## config.mk

```make
export PLATFORM = sky130hd
export DESIGN_NAME = instruction_fetch
export DESIGN_NICKNAME = d
export VERILOG_FILES = /design/src/rtl/fetch_pkg.sv /design/src/rtl/fetch_fifo.sv /design/src/rtl/instruction_fetch.sv
export SDC_FILE = /design/constraint.sdc
export NUM_CORES = 1
export LEC_CHECK = 0
export ABC_AREA = 0
export BUFFER_PORTS_ARGS = -buffer_cell sky130_fd_sc_hd__buf_4
export CORE_ASPECT_RATIO = 0.6
export CORE_MARGIN = 5
export CORE_UTILIZATION = 59
export DETAILED_ROUTE_END_ITERATION = 8
export PLACE_DENSITY = 0.86
export REMOVE_ABC_BUFFERS = 1
export SYNTH_ARGS = -nofsm -noshare
export SYNTH_HDL_FRONTEND = slang
export SYNTH_SLANG_ARGS = --single-unit
```

## constraint.sdc

```tcl
create_clock -name clk -period 28.4 [get_ports clk]
set_input_delay 0 -clock clk [delete_from_list [all_inputs] [get_ports clk]]
set_output_delay 0 -clock clk [all_outputs]
set_load 0.005 [all_outputs]
```

## src/rtl/fetch_pkg.sv

```systemverilog
// Shared types and helpers for the instruction fetch stage: the buffer entry
// layout, the FSM state encoding and B-type immediate extraction.
package fetch_pkg;

   localparam int         FETCH_XLEN = 64;
   localparam logic [6:0] OPC_BRANCH = 7'b1100011;
   localparam int         INST_BYTES = 4;

   typedef struct packed {
      logic [FETCH_XLEN-1:0] pc;
      logic [31:0]           inst;
      logic                  fault;
      logic                  pred_taken;
   } fetch_entry_t;

   typedef enum logic {
      ST_RUN,
      ST_HALT
   } fetch_state_t;

   // B-type immediate imm[12|10:5|4:1|11], sign-extended to the PC width.
   function automatic logic [FETCH_XLEN-1:0] b_imm(input logic [31:0] inst);
      return {{(FETCH_XLEN-13){inst[31]}}, inst[31], inst[7], inst[30:25], inst[11:8], 1'b0};
   endfunction

endpackage

```

## src/rtl/fetch_fifo.sv

```systemverilog
// Small circular buffer between fetch and decode. Flush has priority over
// enqueue and dequeue; DEPTH must be a power of two so pointers wrap naturally.
module fetch_fifo
   import fetch_pkg::*;
#(
   parameter int  DEPTH   = 2,
   parameter type entry_t = fetch_entry_t,
   localparam int PTR_W   = $clog2(DEPTH),
   localparam int CNT_W   = $clog2(DEPTH + 1)
) (
   input  logic             clk,
   input  logic             rst_n,
   input  logic             enq,
   input  entry_t           enq_data,
   input  logic             deq,
   input  logic             flush,
   output logic [CNT_W-1:0] count,
   output entry_t           head
);

   entry_t           mem [DEPTH];
   logic [PTR_W-1:0] rd_ptr;
   logic [PTR_W-1:0] wr_ptr;

   always_ff @(posedge clk or negedge rst_n) begin
      if (!rst_n) begin
         rd_ptr <= '0;
         wr_ptr <= '0;
         count  <= '0;
      end else if (flush) begin
         rd_ptr <= '0;
         wr_ptr <= '0;
         count  <= '0;
      end else begin
         if (enq) wr_ptr <= wr_ptr + PTR_W'(1);
         if (deq) rd_ptr <= rd_ptr + PTR_W'(1);
         count <= count + CNT_W'(enq) - CNT_W'(deq);
      end
   end

   // NOTE: storage is deliberately not reset; count alone decides validity,
   // so the payload flops stay plain registers without a reset tree.
   always_ff @(posedge clk) begin
      if (enq && !flush) mem[wr_ptr] <= enq_data;
   end

   assign head = mem[rd_ptr];

endmodule

```

## src/rtl/instruction_fetch.sv

```systemverilog
// Fetch stage: PC register, fault check, fetch buffer and redirect handling.
// Optional macro STATIC_PREDICT_EN enables backward-taken branch prediction.
module instruction_fetch
   import fetch_pkg::*;
#(
   parameter int              XLEN       = 64,
   parameter logic [XLEN-1:0] RESET_PC   = '0,
   parameter int              BUF_DEPTH  = 2,
   parameter int              IMEM_BYTES = 512
) (
   input  logic            clk,
   input  logic            rst_n,
   output logic [XLEN-1:0] imem_addr,
   input  logic [31:0]     imem_inst,
   input  logic            redirect_valid,
   input  logic [XLEN-1:0] redirect_pc,
   output logic            out_valid,
   input  logic            out_ready,
   output logic [XLEN-1:0] out_pc,
   output logic [31:0]     out_inst,
   output logic            out_fault,
   output logic            out_pred_taken
);

   localparam int CNT_W = $clog2(BUF_DEPTH + 1);

   fetch_state_t     state_q;
   fetch_state_t     state_d;
   logic [XLEN-1:0]  pc_q;
   logic [XLEN-1:0]  pc_next;
   logic [CNT_W-1:0] count;
   fetch_entry_t     head;
   fetch_entry_t     new_entry;
   fetch_entry_t     shown;
   logic             fault;
   logic             pred;
   logic             enq;
   logic             deq;

   assign imem_addr = pc_q;
   assign fault     = (pc_q[1:0] != 2'b00) || (pc_q > XLEN'(IMEM_BYTES - INST_BYTES));

`ifdef STATIC_PREDICT_EN
   assign pred    = !fault && (imem_inst[6:0] == OPC_BRANCH) && imem_inst[31];
   assign pc_next = pred ? pc_q + b_imm(imem_inst) : pc_q + XLEN'(INST_BYTES);
`else
   assign pred    = 1'b0;
   assign pc_next = pc_q + XLEN'(INST_BYTES);
`endif

   assign out_valid = (count != '0);
   assign deq       = out_valid && out_ready;
   // A full buffer still accepts a new entry when its head leaves this cycle.
   assign enq       = (state_q == ST_RUN) && !redirect_valid
                      && ((count < CNT_W'(BUF_DEPTH)) || deq);

   assign new_entry = '{pc: pc_q, inst: fault ? 32'h0 : imem_inst, fault: fault, pred_taken: pred};

   fetch_fifo #(
      .DEPTH   (BUF_DEPTH),
      .entry_t (fetch_entry_t)
   ) u_fifo (
      .clk      (clk),
      .rst_n    (rst_n),
      .enq      (enq),
      .enq_data (new_entry),
      .deq      (deq),
      .flush    (redirect_valid),
      .count    (count),
      .head     (head)
   );

   always_ff @(posedge clk or negedge rst_n) begin
      if (!rst_n) begin
         pc_q    <= RESET_PC;
         state_q <= ST_RUN;
      end else begin
         state_q <= state_d;
         if (redirect_valid) pc_q <= redirect_pc;
         else if (enq)       pc_q <= pc_next;
      end
   end

   always_comb begin
      // NOTE: default first so every path assigns state_d and no latch forms.
      state_d = state_q;
      if (redirect_valid)     state_d = ST_RUN;
      else if (enq && fault)  state_d = ST_HALT;
   end

   assign shown          = out_valid ? head : '0;
   assign out_pc         = shown.pc;
   assign out_inst       = shown.inst;
   assign out_fault      = shown.fault;
   assign out_pred_taken = shown.pred_taken;

endmodule
```

==> impl_metrics.py <==
metrics = {
    "worst_setup_path": {
        "critPathMaxStageDelay_ns": 0.87,
        "cpMaxStageDelayCell": "nor4_2",
        "cp_cell_sequence": "nand3_1 > nor4_2 > nand4_1 > or4_1 > a31oi_1",
        "critPathRequiredTime_ns": 28.83,
        "crit_type": "register to register",
        "start_kind": "register",
        "end_kind": "register",
        "worstPathMaxFanout": 15,
        "arrival_ns": 3.69,
    },
    "detailed_routing": {
        "wire_per_inst_um": 21.8,
        "drc": 0,
        "via_per_inst": 5.93,
        "drtPass1Iterations": 5,
        "routed_wl_um": 34100,
        "ant_nets": 0,
        "vias": 9294,
        "initialDrtViolationCount": 903,
    },
    "synth": {
        "synth_area_per_cell_um2": 12.2,
        "ys_top_cells_by_area": "edfxtp_1 (48%), dfrtp_1 (14%), mux2i_1 (8.1%), nor2_1 (4.2%), buf_4 (4.0%)",
        "postSynthCellCount": 1002,
        "postSynthRegisterBits": 263,
        "synthesis.area_um2": 12200,
        "async_reset_ff_share_pct": 26.2,
        "yosys_warnings": 0,
        "ys_seq_area_share_pct": 62.0,
        "synth_top_area_share_pct": 47.8,
        "synth.distinct_cells": 50,
        "synth_edf_count": 194,
        "synth_ff_type": "edfxtp_1",
        "synth_top_area_cell": "edfxtp_1",
    },
    "sta": {
        "slew_violations": 0,
        "fin_crit_ns": 3.26,
        "skew_ns": 0.0161,
        "slew_headroom_pct": 24.7,
        "worst_pin_slew_ns": 1.13,
        "hold_violations": 0,
        "fmax_mhz": 307,
        "tns_ns": 0,
        "setup_violations": 0,
        "rsz0062_at_grt": "false",
        "post-route-period-util_pct": 11.5,
    },
    "global_routing": {
        "grt_pass1_vias": 9121,
        "grt_max_degree": 98,
        "antenna_found_initial": 1,
        "grt_use_total_pct": 28.1,
        "grt_pass1_wl_um": 52500,
        "grt_overflow_total": 0,
    },
    "job": {
        "cap_viol_max_count": 0,
    },
    "floorplan": {
        "die_h_um": 121,
        "core_um2": 20200,
        "ios": 263,
        "start_util_pct": 60.4,
        "rows": 40,
        "fp.dieArea_um2": 23700,
        "die_x_um": 196,
    },
    "power_and_ir_drop": {
        "p_total_uw": 1150,
        "power_density_nw_per_um2": 73.8,
        "leakagePower_uw": 0.00591,
        "vdd_ir_drop_max_v": 0.0000848,
    },
    "clocking": {
        "cts.clk_slew.worst_paths_ns": 0.06,
        "clock_sinks": 263,
        "numCtsBuffers": 24,
        "cts_root_buf": "clkbuf_16",
        "cts_buffer_depth": 3,
        "clk_latency_ns": 0.52,
        "post-cts-setup-buffers": 0,
        "ctsHtreeMaxLevel": 1,
        "cts_tree": "yes",
    },
    "placed_design": {
        "routabilityCongestion": 0.889,
        "port_buffers": 261,
        "place_hpwl_um": 21600,
    },
    "run_status": {
        "run_status": "completed",
    },
    "finish": {
        "fin_nets": 1378,
        "fillCellCount": 1220,
        "drive_gt1_share_pct": 24.7,
        "multiInputGateArea_um2": 3910,
        "area_growth_pct": 28.1,
        "final-seq-area_um2": 7560,
    },
    "hold_path": {
        "hp-class": "input port to register",
    },
}
[worst paths after layout]
kind	from	to	slack [ns]	depth (start not counted)
hold / removal	redirect_valid	imem_addr[4]	0.06	3
min in group asynchronous	rst_n	imem_addr[2]	0.14	2
setup reg to reg	imem_addr[4]	imem_addr[44]	25.14	5
hold reg to reg	imem_addr[0]	u_fifo.mem[0][33]	0.55	0
max in group asynchronous	rst_n	u_fifo.rd_ptr	27.54	2
setup / recovery	imem_addr[4]	imem_addr[44]	25.14	5
[power breakdown]
| part | switching [uW] | internal [uW] | leakage [uW] |
|---|---|---|---|
| clock | 137 | 182 | 0.000382 |
| sequential | 42.5 | 452 | 0.00259 |
| combinational | 169 | 169 | 0.00293 |
[metal layers]
metal / track usage [%] / part of all wire, %
met4: 4.97 / 1.7
met5: 0 / 0
met2: 44.7 / 47
met3: 6.94 / 10
met1: 40.3 / 42
[critical path: cells and delay by family (launching register included)]
kind	cells	cell delay, ns
flops	1	0.46
compound gates	1	0.16
simple gates	4	2.54
[flip-flops by register name (all words and copies together), names as in the netlist]
name	count
imem_addr	64
u_fifo.rd_ptr	1
u_fifo.count	2
u_fifo.mem	194
state_q	1
u_fifo.wr_ptr	1
[metrics by stage]
| step | cells | util (%) | setup WS [ns] | hold WS (ns) | instance area, um^2 |
|---|---|---|---|---|---|
| after floorplan | 883 | - | 17.89 | -0.296 | 11500 |
| after global routing | 1567 | 77.4 | 24.95 | 0.108 | 15600 |
| final | 1568 | 77.4 | 25.14 | 0.0640 | 15600 |
| after detailed placement | 1424 | 68.7 | 25.24 | 0.199 | 13800 |
| after global placement | 1424 | 68.7 | 25.38 | 0.193 | 13800 |
| after CTS | 1566 | 77.4 | 25.20 | 0.0505 | 15600 |
[kinds of logic after synthesis]
family                     synth area share, %
and+or+nand+nor                           16.1
DFF                                       62.0
muxes                                     8.42
adders and majority gates                0.308
buffers and inverters                     6.08
other                                   0.0308
xor gates and xnor gates                  2.37
AOI/OAI and AO/OA                         4.73
[synthesized netlist by cell type, drive strengths merged (2+ instances only)]
| master | instances |
|---|---|
| a21oi | 2 |
| a31oi | 27 |
| and2 | 37 |
| and3 | 16 |
| and4 | 10 |
| buf | 81 |
| clkbuf | 38 |
| dfrtp | 69 |
| edfxtp | 194 |
| ha | 3 |
| inv | 7 |
| mux2 | 4 |
| mux2i | 98 |
| nand2 | 50 |
| nand2b | 3 |
| nand3 | 27 |
| nand3b | 2 |
| nand4 | 27 |
| nor2 | 136 |
| nor2b | 3 |
| nor3 | 8 |
| nor4 | 27 |
| o211ai | 2 |
| o21a | 2 |
| o21ai | 37 |
| o31a | 3 |
| o31ai | 14 |
| o41ai | 2 |
| or3 | 12 |
| or4 | 18 |
| xnor2 | 20 |
| xor2 | 13 |
[final cells by class]
cell class | count | share of cell area (%)
antenna | 2 | 0.0321
inverter | 7 | 0.168
timing repair buffer | 366 | 19.2
multi-input combinational | 613 | 25.1
clock inverter | 13 | 0.753
sequential | 263 | 48.4
tap | 273 | 2.19
clock buffer | 31 | 4.22
[cells in the final DEF, fill, tap and decap left out, types with 4 or more instances in the layout]
cell type	count
dlygate4sd3_1	98
a31oi_1	27
clkinv_1	4
nor2_1	135
o31ai_1	14
edfxtp_1	194
and4_1	10
clkinv_2	6
mux2i_1	98
and3_1	16
nor3_1	8
buf_4	268
nand2_1	50
dfrtp_1	68
or3_1	11
o21ai_0	34
mux2_2	4
nand3_1	27
nand4_1	27
and2_1	36
xor2_1	13
inv_1	6
nor4_1	24
clkbuf_16	25
xnor2_1	20
or4_1	17
clkbuf_1	5
[what timing repair did]
action	4_1_cts	5_1_grt
resized for setup	0	0
endpoints found under the setup margin	0	0
hold endpoints to repair	199	0
hold buffers	98	0
Power figures use the tool's default switching activity.
